## config.mk

```make
export PLATFORM = sky130hd
export DESIGN_NAME = simon_input_conditioner
export DESIGN_NICKNAME = d
export VERILOG_FILES = /design/src/rtl/simon_pkg.sv /design/src/rtl/simon_btn_debounce.sv /design/src/rtl/simon_input_conditioner.sv
export SDC_FILE = /design/constraint.sdc
export NUM_CORES = 1
export LEC_CHECK = 0
export ABC_AREA = 1
export ABC_CLOCK_PERIOD_IN_PS = 5800
export CAP_MARGIN = 20
export CORE_MARGIN = 2
export CORE_UTILIZATION = 60
export CTS_CLUSTER_SIZE = 40
export DETAILED_ROUTE_END_ITERATION = 16
export GPL_TIMING_DRIVEN = 1
export PLACE_DENSITY = 0.82
export SYNTH_ARGS = -nofsm -noshare
export SYNTH_HDL_FRONTEND = slang
export SYNTH_SLANG_ARGS = --single-unit
```

## constraint.sdc

```tcl
create_clock -name clk -period 5.8 [get_ports clk]
set_input_delay 0.58 -clock clk [delete_from_list [all_inputs] [get_ports clk]]
set_output_delay 0.58 -clock clk [all_outputs]
set_load 0.05 [all_outputs]
```

## src/rtl/simon_pkg.sv

```systemverilog
`default_nettype none
// ============================================================================
//  Module   : simon_pkg
//  Purpose  : Shared types and constants for the Simon player-input front end.
//  Revision : 1.0 - initial release
// ============================================================================
package simon_pkg;

   localparam int NUM_BTN = 4;

   typedef logic [1:0] btn_idx_t;

   typedef enum logic [1:0] {
      WAIT_REL = 2'd0,
      IDLE     = 2'd1,
      PRESSED  = 2'd2
   } cond_state_t;

   // Index of the lowest set bit; only meaningful when at least one bit is set.
   function automatic btn_idx_t first_set_idx(input logic [NUM_BTN-1:0] v);
      btn_idx_t idx;
      idx = '0;
      for (int i = NUM_BTN - 1; i >= 0; i--) begin
         if (v[i]) idx = btn_idx_t'(i);
      end
      return idx;
   endfunction

endpackage
`default_nettype wire

```

## src/rtl/simon_btn_debounce.sv

```systemverilog
`default_nettype none
// ============================================================================
//  Module   : simon_btn_debounce
//  Purpose  : Synchronizes one raw push-button and debounces it into a stable
//             level that only changes after DEBOUNCE_TICKS stable cycles.
//  Revision : 1.0 - initial release
// ============================================================================
module simon_btn_debounce #(
   parameter int SYNC_STAGES    = 2,
   parameter int DEBOUNCE_TICKS = 3
) (
   input  logic clk,
   input  logic reset,
   input  logic raw,
   output logic level
);

   // Counter is 4 bits wide, enough for the legal DEBOUNCE_TICKS range 1..15.
   localparam logic [3:0] c_CNT_MAX = 4'(DEBOUNCE_TICKS - 1);

   logic [SYNC_STAGES-1:0] r_sync;
   logic [3:0]             r_cnt;
   logic                   r_level;
   logic                   w_synced;

   assign w_synced = r_sync[SYNC_STAGES-1];
   assign level    = r_level;

   // Metastability chain: shift the asynchronous level through SYNC_STAGES flops.
   always_ff @(posedge clk or posedge reset) begin
      if (reset) begin
         r_sync <= '0;
      end else begin
         r_sync <= {r_sync[SYNC_STAGES-2:0], raw};
      end
   end

   // Count consecutive cycles where the synced value disagrees with the level;
   // flip the level on the DEBOUNCE_TICKS-th disagreeing cycle.
   always_ff @(posedge clk or posedge reset) begin
      if (reset) begin
         r_cnt   <= '0;
         r_level <= 1'b0;
      end else if (w_synced == r_level) begin
         r_cnt <= '0;
      end else if (r_cnt == c_CNT_MAX) begin
         r_level <= ~r_level;
         r_cnt   <= '0;
      end else begin
         r_cnt <= r_cnt + 4'd1;
      end
   end

endmodule
`default_nettype wire

```

## src/rtl/simon_input_conditioner.sv

```systemverilog
`default_nettype none
// ============================================================================
//  Module   : simon_input_conditioner
//  Purpose  : Turns four raw Simon buttons into single accepted presses
//             (index + one-cycle pulse), with lockout during Simon's turn and
//             rejection of simultaneous multi-button presses.
//  Options  : define SIMON_PRESS_COUNT_EN to add the saturating press_count port.
//  Revision : 1.0 - initial release
// ============================================================================
module simon_input_conditioner
   import simon_pkg::*;
#(
   parameter int SYNC_STAGES    = 2,
   parameter int DEBOUNCE_TICKS = 3
) (
   input  logic               clk,
   input  logic               reset,
   input  logic [NUM_BTN-1:0] btn_raw,
   input  logic               simon_turn,
   output logic [1:0]         player_num,
   output logic               player_pressed,
   output logic [NUM_BTN-1:0] btn_held,
   output logic               conflict
`ifdef SIMON_PRESS_COUNT_EN
   ,
   output logic [7:0]         press_count
`endif
);

   logic [NUM_BTN-1:0] w_level;
   logic [NUM_BTN-1:0] r_level_d;
   logic [NUM_BTN-1:0] w_rise;
   logic [2:0]         w_rise_cnt;
   cond_state_t        r_state;
   cond_state_t        w_next_state;
   logic               w_accept;
   logic               w_conflict;
   btn_idx_t           r_player_num;
   logic               r_pressed;
   logic               r_conflict;

   for (genvar g = 0; g < NUM_BTN; g++) begin : g_btn
      simon_btn_debounce #(
         .SYNC_STAGES    (SYNC_STAGES),
         .DEBOUNCE_TICKS (DEBOUNCE_TICKS)
      ) u_debounce (
         .clk   (clk),
         .reset (reset),
         .raw   (btn_raw[g]),
         .level (w_level[g])
      );
   end

   assign w_rise     = w_level & ~r_level_d;
   assign w_rise_cnt = 3'($countones(w_rise));

   // Acceptance FSM: WAIT_REL guarantees a full release (outside Simon's turn)
   // before any new press can be accepted.
   always_comb begin
      w_next_state = r_state;
      w_accept     = 1'b0;
      w_conflict   = 1'b0;
      case (r_state)
         WAIT_REL: begin
            if (w_level == '0 && !simon_turn) w_next_state = IDLE;
         end
         IDLE: begin
            if (simon_turn) begin
               w_next_state = WAIT_REL;
            end else if (w_rise_cnt == 3'd1) begin
               w_accept     = 1'b1;
               w_next_state = PRESSED;
            end else if (w_rise_cnt > 3'd1) begin
               w_conflict   = 1'b1;
               w_next_state = WAIT_REL;
            end
         end
         PRESSED: begin
            if (simon_turn)          w_next_state = WAIT_REL;
            else if (w_level == '0)  w_next_state = IDLE;
         end
         default: w_next_state = WAIT_REL;
      endcase
   end

   // State, edge-detect history and registered outputs.
   always_ff @(posedge clk or posedge reset) begin
      if (reset) begin
         r_state      <= WAIT_REL;
         r_level_d    <= '0;
         r_player_num <= '0;
         r_pressed    <= 1'b0;
         r_conflict   <= 1'b0;
      end else begin
         r_state    <= w_next_state;
         r_level_d  <= w_level;
         r_pressed  <= w_accept;
         r_conflict <= w_conflict;
         if (w_accept) r_player_num <= first_set_idx(w_rise);
      end
   end

   assign player_num     = r_player_num;
   assign player_pressed = r_pressed;
   assign conflict       = r_conflict;
   assign btn_held       = w_level;

`ifdef SIMON_PRESS_COUNT_EN
   logic [7:0] r_press_count;

   // Saturating count of accepted presses, updated together with the pulse.
   always_ff @(posedge clk or posedge reset) begin
      if (reset) begin
         r_press_count <= '0;
      end else if (w_accept && r_press_count != 8'hFF) begin
         r_press_count <= r_press_count + 8'd1;
      end
   end

   assign press_count = r_press_count;
`endif

endmodule
`default_nettype wire

```

==> metrics, run 1 <==
hpwl dp=approximately 2.0 mm; DRT Pass-1 Iters=4; worst r2r src=g_btn[1].u_debounce.level$_DFFE_PP0P_; Pint=between 0.5 and 0.6 mW; Syn Nets=roughly 190; Critical Path, Cell by Cell=clkdlybuf4s50_1; switching part of the total=43.93%; dpl cells=~220; worst-path fanout max=7; cts repair resizes=0; largest net degree at the start of global routing=39; initial DRC count=29; # rows=19; post-route minimum period=about 2200 ps; CTS Buf Count=5; Vias/cell=between 5 and 6; DRC=0; Slew Viols, Final=0; first-pass GRT wire length=approximately 4.7 mm; layout cells sized above 1=between 10 and 15%; Critical Path AT=1650 ps; fill count=roughly 210; RSZ-0062 raised after global routing=false; total die area=around 0.0033 mm2; ys async rst share=between 90% and 100%; Crit. End Element=primary output; CTS Buffer Depth=2; MaxCap Viol Count=0; hold depth=0; Initial Utilization=between 60% and 70%; Syn Std Cell Area=0.001714 mm2; # setup viols final=0; P_sw=roughly 0.43 mW; Clock power frac=about 13%; GRT Total Usage=around a fifth; setup TNS=0 ps; Top Ports=15; post-synthesis instance total=174; Clock Tree Root=clkbuf_4; P_leak=around 0.98 nW; critical path depth=1; post-synthesis sequential area ratio=between 50% and 60%; CTS tree=done; Final Hold Fails=0; Syn Area/Cell=around 9.9 um2; Hold Path Class=reg2reg; cell family with most CP delay=buffers and inverters; Synth cell types=18; Post-synth top flop=dfrtp_1; status=completed; setup bufs post-CTS=0; slew of the pin with the lowest slew margin=approximately 510 ps; R2R setup slack=3700 ps; Yosys reg bits=38; Critical path buffers and inverters=1; Routed WL=~2.6 mm; vias=between 1000 and 1500; IO buf count=14; Final Cycle Share=between 30% and 40%; Post-synth EDFFs=0; final non-filler cell total=223; WP data required=between 5000 and 6000 ps; Fmax achieved=about 450 MHz; max_slew headroom=~66%; Final GP Congestion=0.7397; Yosys warnings=0; H-tree Lvls=2; Worst path slowest cell=clkdlybuf4s50_1; Post-Place Setup Slack=3697 ps; final setup margin=3570 ps; RR Endpoint=player_num[1]$_DFFE_PP0P_; Area Overhead vs Synth=11.75%; number of global-route vias before repair=between 1000 and 1500; Die Y-Extent=around 57 um; clock-pin slew of the registers on the worst-case setup and hold paths=about 100 ps; clock latency on the worst-skew pair=340 ps; core area=0.002734 mm2; Startpoint Class=flop; VDD IR max=~0.35 mV; Cell Pwr Density=around 500 mW/mm2; Clock Sinks=38; total gr overflow=0; ANT cells=0; Clock Skews=~9.9 ps; reg2reg path depth=14; critical path class=reg2out; routed len/inst=approximately 12 um; number of routed nets with antenna violations=0; WHS Endpoint=g_btn[1].u_debounce.r_sync[1]$_DFF_PP0_; Logic pwr share=45.8%; initial antenna violation count=0; Die X=around 57 um; crit-path max cell delay=around 850 ps; Sequential Power Share=41.7%; CTS Hold Buffers Added=0; hold path startpoint=g_btn[1].u_debounce.r_sync[0]$_DFF_PP0_; Layout Nets=211
logic make-up (layout without fill, tap and decap cells):
| family | Yosys count | count (layout) | synth area share [%] |
|---|---|---|---|
| fa+ha+maj | 12 | 12 | 8.759 |
| xor+xnor | 11 | 11 | 6.058 |
| simple gates | 76 | 76 | 20.00 |
| flops | 38 | 38 | 55.47 |
| compound gates | 7 | 7 | 2.263 |
| buf+inv | 30 | 48 | 7.446 |
cell usage in the layout (no fill, tap or decap):
cell	count
dfrtp_1	38
nand2_1	28
nor2_1	23
inv_1	19
nand3_1	14
clkdlybuf4s50_1	14
ha_1	12
inv_2	7
nor2_2	6
xnor2_1	5
xor2_1	5
clkbuf_4	5
a21oi_1	4
nand2_2	3
o21ai_0	2
clkbuf_1	2
nand2b_4	1
nor2_4	1
o21ai_2	1
xor2_2	1
buf_4	1
flip-flops by register name (all words and copies together), names as in the netlist:
signal                   count
player_pressed               1
g_btn.u_debounce.level       4
g_btn.u_debounce.r_sync      8
r_state                      2
conflict                     1
player_num                   2
r_level_d                    4
g_btn.u_debounce.r_cnt      16
layer usage:
metal / track usage [%] / up-vias / wire, um
met5: 0 / - / 0
met4: 9.302 / 0 / 64
met3: 7.256 / 9 / 112
met2: 32.31 / 20 / 1313
met1: 20.21 / 542 / 1085
li1: - / 559 / -
cell type report:
class | count | area, um2 | share of cell area [%]
flip-flops and latches | 38 | 950.9 | 49.64
multi-input cells | 106 | 635.6 | 33.18
repair buffers | 15 | 147.6 | 7.707
inverters | 26 | 97.59 | 5.095
clock buffers | 7 | 45.04 | 2.351
well taps | 31 | 38.79 | 2.025
power by group through the flow:
stage | Clock, mW | Sequential (mW) | Combinational [mW]
2_1_floorplan | 0 | 0.436 | 0.324
3_3_place_gp | 0 | 0.407 | 0.426
3_5_place_dp | 0 | 0.413 | 0.450
4_1_cts | 0.129 | 0.408 | 0.452
5_1_grt | 0.143 | 0.419 | 0.499
6_report | 0.122 | 0.407 | 0.447
per-stage QoR:
stage / hold WS, ps / power, mW / utilization [%] / area, um2
after floorplan: 331.2 / 0.7600 / - / 1714
after CTS: 360.6 / 0.9887 / 70.07 / 1916
after global placement: 335.6 / 0.8332 / 68.42 / 1871
after global routing: 375.3 / 1.060 / 70.07 / 1916
final: 359.0 / 0.9768 / 70.07 / 1916
after detailed placement: 337.8 / 0.8635 / 68.42 / 1871
cells in the mapped netlist (2+ instances only):
cell	count	share of area, %
dfrtp_1	38	55
nand2_1	28	6.1
nor2_1	23	5.0
inv_1	19	4.2
nand3_1	14	4.1
ha_1	12	8.8
inv_2	7	1.5
nor2_2	6	2.2
xnor2_1	5	2.6
xor2_1	5	2.6
a21oi_1	4	1.2
buf_4	4	1.8
nand2_2	3	1.1
o21ai_0	2	0.58
how the worst max path moves through the flow:
stage               slack [ps]                   endpoint                                  start
floorplan                 3910  player_num[0]$_DFFE_PP0P_  g_btn[1].u_debounce.level$_DFFE_PP0P_
global placement          3840  player_num[0]$_DFFE_PP0P_  g_btn[1].u_debounce.level$_DFFE_PP0P_
detailed placement        3700  player_num[1]$_DFFE_PP0P_  g_btn[1].u_debounce.level$_DFFE_PP0P_
CTS                       3550                btn_held[0]  g_btn[0].u_debounce.level$_DFFE_PP0P_
global route              3480                btn_held[2]  g_btn[2].u_debounce.level$_DFFE_PP0P_
finish                    3570                btn_held[0]  g_btn[0].u_debounce.level$_DFFE_PP0P_
No activity file was read; power rests on OpenSTA's default activity.
==> run 2: changes to the inputs <==
ABC_CLOCK_PERIOD_IN_PS = 2000   (was 5800)
CORE_UTILIZATION = 50   (was 60)
PLACE_DENSITY = 0.73   (was 0.82)
clock period = 2 ns   (was 5.8 ns; I/O delays follow)
==> metrics, run 2 (synthesized netlist as in run 1, its figures left out) <==
Critical path buffers and inverters=4; clock-pin slew of the registers on the worst-case setup and hold paths=approximately 110 ps; Top Ports=15; critical path depth=14; Layout Nets=219; Hold Path Class=in2async; slew of the pin with the lowest slew margin=493.3 ps; largest reg by FF count=g_btn.u_debounce.r_cnt; largest net degree at the start of global routing=39; critical path class=reg2reg; WHS=about 260 ps; Fmax achieved=between 500 and 600 MHz; Critical Path, Cell by Cell=inv_2 -> nor2_4 -> nand2_2 -> nand2_2 -> xor2_2 -> ha_2 -> inv_2 -> ha_4 -> inv_2 -> nand3_4 -> nor2_4 -> inv_2 -> nand2_2 -> nand2_2; total die area=roughly 0.0039 mm2; Crit. End Element=flop; post-route minimum period=~1900 ps; Worst path slowest cell=dfrtp_1; max reg flops=16; Clock Skews=about 8.2 ps; final setup margin=68.60 ps; CTS Buffer Depth=2; Post-Place Setup Slack=-27.45 ps; GRT Total Usage=15.78%; routed len/inst=11.33 um; IO buf count=14; number of routed nets with antenna violations=0; worst-path fanout max=5; Critical Path AT=between 2000 and 2500 ps; commonest non-fill, non-tap cells in the layout=dfrtp_1 (38), nand2_1 (25), nor2_1 (23); VDD IR max=between 0.7 and 0.8 mV; CTS Hold Buffers Added=0; crit-path max cell delay=~440 ps; Final Hold Fails=0; initial antenna violation count=0; Clock Sinks=38; cell family with most CP delay=simple AND/OR/NAND/NOR gates; largest registers=g_btn.u_debounce.r_cnt: 16 flops, g_btn.u_debounce.r_sync: 8 flops; Clock Tree Root=clkbuf_4; initial DRC count=50; DRC=0; RR Endpoint=player_num[0]$_DFFE_PP0P_; total gr overflow=0; Vias/cell=approximately 4.7; WP data required=2240 ps; P_leak=approximately 1.1 nW; # setup viols final=0; CTS Buf Count=5; Final Cycle Share=96.57%; R2R setup slack=between 60 and 70 ps; status=completed; vias=approximately 1200; RSZ-0062 raised after global routing=true; worst r2r src=g_btn[0].u_debounce.level$_DFFE_PP0P_; max_slew headroom=67.01%; Area Overhead vs Synth=23.28%; DRT Pass-1 Iters=4; CTS tree=done; Routed WL=~2.8 mm; Final GP Congestion=0.7720; MaxCap Viol Count=0; ANT cells=0; Cell Pwr Density=around 1600 mW/mm2; hpwl dp=roughly 1.9 mm; Die Y-Extent=62.55 um; # rows=21; number of global-route vias before repair=1151; core area=around 0.0033 mm2; commonest non-fill, non-tap cell in the layout=dfrtp_1; Slew Viols, Final=0; Initial Utilization=about 52%; H-tree Lvls=2; layout cells sized above 1=between 20% and 30%; reg2reg path depth=14; first-pass GRT wire length=~4.7 mm; Die X=roughly 63 um; Startpoint Class=flop; clock latency on the worst-skew pair=about 340 ps
==> run 2: changes by cell type in the layout (fill, tap and decap cells not counted), moves of 3 or more <==
cell     before  now
ha_1         12    9
nand2_1      28   25
buf_4         1    9
nand2_2       3    6
inv_2         7   10
inv_1        19   16
==> run 2: worst max path at each step <==
stage / startpoint / endpoint / slack (ps)
finish: g_btn[0].u_debounce.level$_DFFE_PP0P_ / player_num[0]$_DFFE_PP0P_ / 70
global route: g_btn[0].u_debounce.level$_DFFE_PP0P_ / r_state[0]$_DFFE_PP0P_ / -50
CTS: r_level_d[0]$_DFF_PP0_ / player_num[0]$_DFFE_PP0P_ / 4
detailed placement: r_level_d[0]$_DFF_PP0_ / player_num[0]$_DFFE_PP0P_ / -30
global placement: r_level_d[0]$_DFF_PP0_ / player_num[1]$_DFFE_PP0P_ / 80
floorplan: g_btn[1].u_debounce.level$_DFFE_PP0P_ / player_num[0]$_DFFE_PP0P_ / 110
==> run 2: layer usage <==
metal  vias up  track usage (%)  part of all wire [%]
met5         -                0                     0
met2        25            27.69                    51
met4         0            5.833                  0.93
li1        580                -                     -
met3         4            6.667                   4.4
met1       553            16.89                    43
==> run 2: worst min-delay path: cells and delay by family <==
family                 cells  cell delay (ps)
buffers and inverters      3              850
==> run 2: layout make-up <==
type,count,area [um2]
Sequential cell,38,950.9
Clock inverter,2,60.06
Fill cell,269,1197
Inverter,26,97.59
Multi-Input combinational cell,106,688.2
Clock buffer,6,51.30
Timing Repair Buffer,23,207.7
Tap cell,46,57.56
==> run 2: through the flow <==
step	TNS, ps	power (mW)	instances	utilization, %	instance area [um2]
floorplan	0	2.204	174	-	1714
global placement	0	2.471	235	57.97	1919
detailed placement	-44.95	2.542	235	57.97	1919
CTS	0	3.240	243	61.49	2036
global route	-143.5	3.728	247	63.83	2113
finish	0	3.480	247	63.83	2113
==> run 2: repair_timing <==
action	CTS	global route
pin swaps	1	8
endpoints found under the setup margin	2	3
buffers inserted	0	4
gates resized for setup	1	12
==> run 2: power breakdown <==
part | internal [mW] | switching (mW) | total, mW
Clock | 0.423 | 0.253 | 0.677
Combinational | 0.670 | 0.984 | 1.65
Sequential | 0.983 | 0.166 | 1.15
Total | 2.08 | 1.40 | 3.48
==> run 3: changes to the inputs <==
CAP_MARGIN = default   (was 20)
==> results of run 3 <==
Final layout, timing and power as in run 2 (identical DEF).
